[config.mk]
export PLATFORM = sky130hd
export DESIGN_NAME = seg7_capture
export DESIGN_NICKNAME = d
export VERILOG_FILES = /design/src/rtl/seg7_capture.sv
export SDC_FILE = /design/constraint.sdc
export NUM_CORES = 1
export LEC_CHECK = 0
export ABC_CLOCK_PERIOD_IN_PS = 3100
export BUFFER_PORTS_ARGS = -buffer_cell sky130_fd_sc_hd__buf_2
export CAP_MARGIN = 15
export CORE_MARGIN = 5
export CORE_UTILIZATION = 63
export CTS_BUF_LIST = sky130_fd_sc_hd__clkbuf_8
export CTS_CLUSTER_SIZE = 25
export DETAILED_ROUTE_END_ITERATION = 6
export PLACE_DENSITY = 0.94
export RECOVER_POWER = 25
export SYNTH_ARGS = -nofsm -noshare
export SYNTH_HDL_FRONTEND = slang
export SYNTH_SLANG_ARGS = --single-unit
[constraint.sdc]
create_clock -name CLK -period 3.1 [get_ports CLK]
set_input_delay 0.155 -clock CLK [delete_from_list [all_inputs] [get_ports CLK]]
set_output_delay 0.155 -clock CLK [all_outputs]
set_load 0.01 [all_outputs]
[src/rtl/seg7_capture.sv]
// Purpose : receive-side monitor for a multiplexed 4-digit active-low 7-segment bus; decodes digits into frames.
// Latency : a bus value held from cycle t commits at edge t+1+STABLE_CYCLES; the frame pulse follows one cycle later.
// Backpress: none -- passive observer; frames are overwritten in place and the consumer must sample on FRAME_VALID_OUT.
module seg7_capture #(
    parameter int STABLE_CYCLES  = 4,
    parameter int TIMEOUT_CYCLES = 1000000
) (
    input  logic        CLK,
    input  logic        RESET,
    input  logic [3:0]  SEG_SELECT_IN,
    input  logic [7:0]  HEX_IN,
    output logic [15:0] VALUE_OUT,
    output logic [3:0]  DOTS_OUT,
    output logic        FRAME_VALID_OUT,
    output logic [3:0]  DIGIT_ERR_OUT,
    output logic        STALE_OUT
);

    localparam logic [7:0]  STABLE_W = 8'(STABLE_CYCLES);
    localparam logic [23:0] TMO_W    = 24'(TIMEOUT_CYCLES);

    // Returns {err, nibble}; segment order is g..a in bits 6..0, active-low.
    function automatic logic [4:0] decode_seg(input logic [6:0] seg);
        logic [4:0] r;
        case (seg)
            7'h40:   r = 5'h00;
            7'h79:   r = 5'h01;
            7'h24:   r = 5'h02;
            7'h30:   r = 5'h03;
            7'h19:   r = 5'h04;
            7'h12:   r = 5'h05;
            7'h02:   r = 5'h06;
            7'h78:   r = 5'h07;
            7'h00:   r = 5'h08;
            7'h18:   r = 5'h09;
            7'h08:   r = 5'h0A;
            7'h03:   r = 5'h0B;
            7'h46:   r = 5'h0C;
            7'h21:   r = 5'h0D;
            7'h06:   r = 5'h0E;
            7'h0E:   r = 5'h0F;
            default: r = 5'h10;
        endcase
        return r;
    endfunction

    logic [3:0]  sel_s1_q, sel_s1_d, sel_s2_q, sel_s2_d;
    logic [7:0]  hex_s1_q, hex_s1_d, hex_s2_q, hex_s2_d;
    logic [11:0] smp_prev_q, smp_prev_d;
    logic [7:0]  stab_cnt_q, stab_cnt_d;
    logic [15:0] shadow_val_q, shadow_val_d;
    logic [3:0]  shadow_dot_q, shadow_dot_d;
    logic [3:0]  shadow_err_q, shadow_err_d;
    logic [3:0]  captured_q, captured_d;
    logic [23:0] tmo_cnt_q, tmo_cnt_d;
    logic        stale_q, stale_d;
    logic [15:0] value_q, value_d;
    logic [3:0]  dots_q, dots_d;
    logic [3:0]  err_q, err_d;
    logic        frame_vld_q, frame_vld_d;

    logic        legal;
    logic        same;
    logic        commit;
    logic        frame_done;
    logic [1:0]  dig_idx;
    logic [4:0]  dec;

    // Next-state: synchroniser, stability tracking, digit commit, frame publish and timeout.
    always_comb begin
        sel_s1_d     = SEG_SELECT_IN;
        hex_s1_d     = HEX_IN;
        sel_s2_d     = sel_s1_q;
        hex_s2_d     = hex_s1_q;
        smp_prev_d   = {sel_s2_q, hex_s2_q};
        shadow_val_d = shadow_val_q;
        shadow_dot_d = shadow_dot_q;
        shadow_err_d = shadow_err_q;
        value_d      = value_q;
        dots_d       = dots_q;
        err_d        = err_q;
        stale_d      = stale_q;
        tmo_cnt_d    = tmo_cnt_q;

        legal   = 1'b1;
        dig_idx = 2'd0;
        case (sel_s2_q)
            4'b1110: dig_idx = 2'd0;
            4'b1101: dig_idx = 2'd1;
            4'b1011: dig_idx = 2'd2;
            4'b0111: dig_idx = 2'd3;
            default: legal   = 1'b0;
        endcase

        same = ({sel_s2_q, hex_s2_q} == smp_prev_q);

        if (!legal) begin
            stab_cnt_d = 8'd0;
        end else if (same) begin
            stab_cnt_d = (stab_cnt_q == STABLE_W) ? stab_cnt_q : stab_cnt_q + 8'd1;
        end else begin
            stab_cnt_d = 8'd1;
        end

        // A saturated counter holding an unchanged value must not fire again;
        // a fresh value reaching the threshold (even at STABLE_CYCLES=1) must.
        commit = legal && (stab_cnt_d == STABLE_W) && !(same && (stab_cnt_q == STABLE_W));
        dec    = decode_seg(hex_s2_q[6:0]);

        // Publish the shadow the cycle after the last missing digit lands.
        frame_done  = (captured_q == 4'hF);
        frame_vld_d = frame_done;
        captured_d  = frame_done ? 4'h0 : captured_q;
        if (frame_done) begin
            value_d = shadow_val_q;
            dots_d  = shadow_dot_q;
            err_d   = shadow_err_q;
        end

        // A commit on the threshold cycle wins: counter clears, stale stays low.
        if (commit) begin
            tmo_cnt_d = 24'd0;
            stale_d   = 1'b0;
        end else if (tmo_cnt_q != TMO_W) begin
            tmo_cnt_d = tmo_cnt_q + 24'd1;
            if (tmo_cnt_d == TMO_W) begin
                stale_d    = 1'b1;
                captured_d = 4'h0;
            end
        end

        if (commit) begin
            shadow_val_d[{dig_idx, 2'b00} +: 4] = dec[3:0];
            shadow_dot_d[dig_idx]               = hex_s2_q[7];
            shadow_err_d[dig_idx]               = dec[4];
            captured_d[dig_idx]                 = 1'b1;
        end
    end

    // State registers; reset discards any partial frame and the published one.
    always_ff @(posedge CLK or negedge RESET) begin
        if (!RESET) begin
            sel_s1_q     <= 4'h0;
            sel_s2_q     <= 4'h0;
            hex_s1_q     <= 8'h00;
            hex_s2_q     <= 8'h00;
            smp_prev_q   <= 12'h000;
            stab_cnt_q   <= 8'd0;
            shadow_val_q <= 16'h0000;
            shadow_dot_q <= 4'h0;
            shadow_err_q <= 4'h0;
            captured_q   <= 4'h0;
            tmo_cnt_q    <= 24'd0;
            stale_q      <= 1'b0;
            value_q      <= 16'h0000;
            dots_q       <= 4'h0;
            err_q        <= 4'h0;
            frame_vld_q  <= 1'b0;
        end else begin
            sel_s1_q     <= sel_s1_d;
            sel_s2_q     <= sel_s2_d;
            hex_s1_q     <= hex_s1_d;
            hex_s2_q     <= hex_s2_d;
            smp_prev_q   <= smp_prev_d;
            stab_cnt_q   <= stab_cnt_d;
            shadow_val_q <= shadow_val_d;
            shadow_dot_q <= shadow_dot_d;
            shadow_err_q <= shadow_err_d;
            captured_q   <= captured_d;
            tmo_cnt_q    <= tmo_cnt_d;
            stale_q      <= stale_d;
            value_q      <= value_d;
            dots_q       <= dots_d;
            err_q        <= err_d;
            frame_vld_q  <= frame_vld_d;
        end
    end

    assign VALUE_OUT       = value_q;
    assign DOTS_OUT        = dots_q;
    assign DIGIT_ERR_OUT   = err_q;
    assign FRAME_VALID_OUT = frame_vld_q;
    assign STALE_OUT       = stale_q;

endmodule

Word level (Yosys, flattened, before mapping)
Index checks and enable logic that the tools add are counted.
Storage, ports and cells
  ROM bits: 0
  bits in writable memories: 0
  bits in latches: 0
  flip-flop bits (word level): 122
  memories kept: 0
  logic and storage cells: 80
  input bits: 14
Cells by class
  $lt $le $gt $ge: 2
  div/mod/pow operators: 0
  add/sub/neg operators: 3
  multiply operators: 0
  shifts and indexed selects: 2
  bitwise gates (word level): 1
  equality and inequality tests: 25
  reduce and logical (&&, ||, !) cells: 10
  muxes and demuxes: 21
Operators by type and width (number)
  $pmux 5 s16: 1
  $mux 24: 2
  $eq 7x7->1 const B: 4
  $add 24x1->24 const B: 1
  $eq 24x20->1 const B: 1
  $mux 8: 3
  $ne 24x20->1 const B: 1
  $eq 7x5->1 const B: 3
  $eq 7x6->1 const B: 3
  $mux 4: 5
  $bwmux 16: 1
  $eq 4x4->1 const B: 4
  $eq 8x3->1 const B: 2
  $shift 4x6->16 const A: 1
  $shiftx 4x6->16: 1
  $eq 7x2->1 const B: 2
  $eq 7x4->1 const B: 2
  $eq 12x12->1: 1
  $add 8x1->8 const B: 1
  $bwmux 4: 2
  $eq 7x3->1 const B: 1
  $logic_not 7->1: 1
  $neg 4->6: 1
  $pmux 2 s3: 1
  other kinds (11): 19

Longest topological paths before layout
  depth after elaboration: 10
  mapped depth: 10
  mapped depth without buffers: 7

Least setup slack after synthesis
OpenSTA, ideal clock, no wires.
  kind: register to register
  from: reg stab_cnt_q[1]
  to: reg captured_q[0]
  required time: 2.953 ns
  data arrival time: 2.067 ns
  period minus slack after synthesis: 2.214 ns
  path slack: 0.886 ns
  cell stages (with the launch flop): 10
  library setup time: 0.147 ns
  buffers on the path: 2
  cell sequence: dfrtp_1 ha_1 clkbuf_1 and3_1 a31oi_1 nor4_1 and4b_1 buf_6 a211oi_1 a22oi_1
Between the ends
  longest elaborated chain between the ends: 10
RTL lines
  from (decl): line 50  | logic [7:0] stab_cnt_q, stab_cnt_d;
  from (signal assigned): line 165  | stab_cnt_q <= stab_cnt_d;
  $add 8x1->8 / $eq 8x3->1 (equally long branches): line 100, 107
  $mux 8: line 100  | stab_cnt_d = (stab_cnt_q == STABLE_W) ? stab_cnt_q : stab_cnt_q + 8'd1;
  $mux 8: line 99  | end else if (same) begin
  $mux 8: line 97  | if (!legal) begin
  $eq 8x3->1: line 107  | commit = legal && (stab_cnt_d == STABLE_W) && !(same && (stab_cnt_q == STABLE_W));
  $logic_and 1x1->1: line 107
  $logic_and 1x1->1 *: line 107
  $mux 4: line 121  | if (commit) begin
  $or 4x4->4 (no line)
  $mux 4 *: line 132  | if (commit) begin
  net captured_d[0]: line 54  | logic [3:0] captured_q, captured_d;
  to (signal assigned): line 169  | captured_q <= captured_d;
  to (decl): line 54
Mark *: on every way through the listed nets, which the timed path passes. The rest lies on a longest branch.
A chain may end at the register's enable or synchronous reset.

Worst setup path after layout
  from: reg stab_cnt_q[4]
  to: reg captured_q[0]
Same word-level chain as after synthesis.

==> results.json <==
{
  "drtIter0Drc": 416,
  "cts_buffer_depth": 2,
  "clk_pin_slew_worst_paths_ns": 0.08,
  "ir_drop_mv": 0.530,
  "cp_max_fo": 30,
  "period_minus_slack_ns": 2.71,
  "sw_frac_of_total": 0.254,
  "routed-via-count": 4536,
  "maxCapViolCount": 1,
  "synth-seq-cells": 122,
  "die_width_microns": 106,
  "clk_latency_ns": 0.44,
  "pwr-share-seq": 0.512,
  "viasPerCell": 6.25,
  "syn_to_final_growth_pct": 12.1,
  "critPathSlowestCell": "a211oi_1",
  "clock.fmax_mhz": 370,
  "grt_pass1_vias": 4470,
  "p_per_area_mw_per_mm2": 494,
  "gp_congestion": 0.910,
  "critPathLaunchType": "flip-flop",
  "outcome": "complete, but fails checks",
  "multi_input_area_sq_mm": 0.00251,
  "port_buffers": 39,
  "reg2reg_depth": 6,
  "finalSetupTns_ns": 0,
  "critPathKind": "flip-flop to flip-flop",
  "crit_path_max_incr_delay_ns": 0.58,
  "p_leak_nw": 3.07,
  "drc_errors": 0,
  "synth_cell_type_count": 70,
  "worstMarginPinSlew_ns": 1.50,
  "synth_area_leaders": "dfrtp_1, nand2_1, xnor2_1",
  "total_power_w": 0.00322,
  "slew_viol_final": 0,
  "fillers": 614,
  "hold_path.class": "flip-flop to flip-flop",
  "critical_path.cell_chain": "nor4_1, nand4b_1, and4b_1, buf_4, a211oi_1, a22oi_1",
  "rows": 35,
  "power.share.clock": 0.447,
  "cts_tree": "built",
  "synth_top_area_frac": 0.526,
  "clock_sinks": 122,
  "setup_violations": 0,
  "numCtsBuffers": 17,
  "io_pins": 40,
  "start_util": 0.637,
  "async_reset_ff_frac": 1.00,
  "max_slew_margin": 0.00161,
  "ys.warnings.count": 0,
  "finalHoldViolCount": 0,
  "avgSynthCellArea_sq_um": 10.5,
  "num_antenna_cells": 0,
  "num-nets-final": 628,
  "syn_inst": 554,
  "post_drt_wl_per_cell_microns": 17.9,
  "place_hpwl_microns": 8390,
  "seqCellArea_sq_mm": 0.00305,
  "htreeDepth": 4,
  "path_depth": 6,
  "p_comb_frac": 0.041,
  "grt_max_degree": 80,
  "die-area_sq_mm": 0.0112,
  "die_h_microns": 106,
  "violations": "max-capacitance violations",
  "ant_nets": 0,
  "antenna_found_initial": 0,
  "core_area_sq_mm": 0.00911,
  "ys_seq_area_frac": 0.526,
  "crit_required_ns": 3.39,
  "synth_edf_count": 0,
  "grt.overflow.total": 0,
  "drive_above_1_share": 0.119,
  "synth.largest_area_cell": "dfrtp_1",
  "postCtsResizedCells": 0,
  "fin_worst_skew_ns": 0.0118,
  "mappedNetlistArea_sq_mm": 0.00580,
  "finalCritPeriodShare": 0.873,
  "syn_nets": 580,
  "grt_use_total": 0.247,
  "cts_root_buf": "clkbuf_8",
  "dr.pass1.iters": 6,
  "switching_power_w": 0.000817,
  "rsz0062_at_grt": "no",
  "crit_arrival_ns": 2.99,
  "min_delay_path_depth": 0,
  "cellInternalPower_w": 0.00240,
  "grt_pass1_wl_microns": 22100,
  "critPathCaptureType": "flip-flop",
  "critPathBufInv": 1,
  "routed_wirelength_microns": 13000,
  "crit_family": "simple AND/OR/NAND/NOR gates",
  "synth-main-ff-cell": "dfrtp_1"
}
worst reg2reg max path, cell delays in order (launching register included):
cell	delay (ns)
dfrtp_1	0.46
nor4_1	0.34
nand4b_1	0.35
and4b_1	0.35
buf_4	0.25
a211oi_1	0.58
a22oi_1	0.23
state kept, by name, summed over array words and instances, names as in the netlist, 8 cells and up:
signal        cells
VALUE_OUT        16
hex_s1_q          8
hex_s2_q          8
shadow_val_q     16
smp_prev_q       12
stab_cnt_q        8
tmo_cnt_q        24
synthesized netlist by cell type, drive strengths merged, types with 12 or more instances:
cell type    n
dfrtp      122
nand2       84
nor2        40
xnor2       31
nand4       25
and4        18
o21ai       18
inv         17
xor2        16
nand3       15
buf         14
clkbuf      14
a21o        12
ha          12
power by group through the flow:
stage | clock (W) | sequential [W] | combinational (W)
floorplan | 0 | 0.00166 | 0.0000697
global placement | 0 | 0.00167 | 0.000109
detailed placement | 0 | 0.00168 | 0.000117
CTS | 0.00145 | 0.00165 | 0.000132
global route | 0.00153 | 0.00165 | 0.000147
finish | 0.00144 | 0.00165 | 0.000132
cells in the final DEF (no fill, tap or decap), drive strengths merged, types with 2 or more instances in the layout:
master / instances
o21a: 2
nor4: 6
nor2: 40
xor2: 16
nand3b: 2
or4: 2
a22oi: 4
nand2: 84
clkinv: 5
or3: 6
mux2i: 9
a21o: 12
and4: 18
nand4: 25
and3: 10
dlygate4sd3: 13
nor2b: 7
o21ai: 18
clkbuf: 43
xnor2: 31
a211o: 3
a21oi: 10
mux2: 4
and4b: 2
nor4b: 2
ha: 12
inv: 23
clkinvlp: 2
a211oi: 3
nand3: 15
o31ai: 2
a31oi: 6
and2: 5
nor3b: 3
buf: 18
nand4b: 3
bufinv: 2
nor3: 9
dfrtp: 122
cells by family (layout without fill, tap and decap cells):
logic type	Yosys count	count (layout)	synth area share
AOI/OAI and AO/OA	71	71	0.0821
DFF	122	122	0.526
buffers and inverters	45	106	0.0414
and+or+nand+nor	244	244	0.230
adders and majority gates	12	12	0.0259
muxes	13	13	0.0239
xor gates and xnor gates	47	47	0.0709
final cells by class:
type,instances,area share
clock inverters,15,0.0254
clock buffers,17,0.0359
well taps,111,0.0213
multi-input cells,387,0.386
flip-flops and latches,122,0.469
repair buffers,57,0.0527
inverters,17,0.00980
worst paths after layout:
path / start / to / slack (ns)
worst min register to register: hex_s1_q[7] / hex_s2_q[7] / 0.35
worst min-delay path: hex_s1_q[7] / hex_s2_q[7] / 0.35
max in group asynchronous: RESET / VALUE_OUT[10] / 1.90
min in group asynchronous: RESET / tmo_cnt_q[10] / 0.40
worst max register to register: stab_cnt_q[4] / captured_q[0] / 0.39
worst max-delay path: stab_cnt_q[4] / captured_q[0] / 0.39
timing repair:
| item | in CTS | in global routing |
|---|---|---|
| setup buffers | 0 | 0 |
| setup endpoints to repair | 0 | 0 |
| hold endpoints to repair | 90 | 0 |
| hold buffers | 13 | 0 |
per-stage QoR:
stage	setup WS (ns)	instance area [sq um]	utilization	std cells	hold slack, ns
global placement	0.599	6010	0.660	681	0.263
global route	0.164	6510	0.715	726	0.342
floorplan	0.886	5800	-	554	-0.141
detailed placement	0.504	6010	0.660	681	0.265
finish	0.395	6510	0.715	726	0.350
CTS	0.474	6540	0.718	726	0.338
layer usage:
layer  GRT usage  share of wire
met1       0.317           0.41
met2       0.405           0.49
met3      0.0662          0.081
met4      0.0907          0.027
met5           0              0
Note: power is estimated with default switching activity, not from simulation.
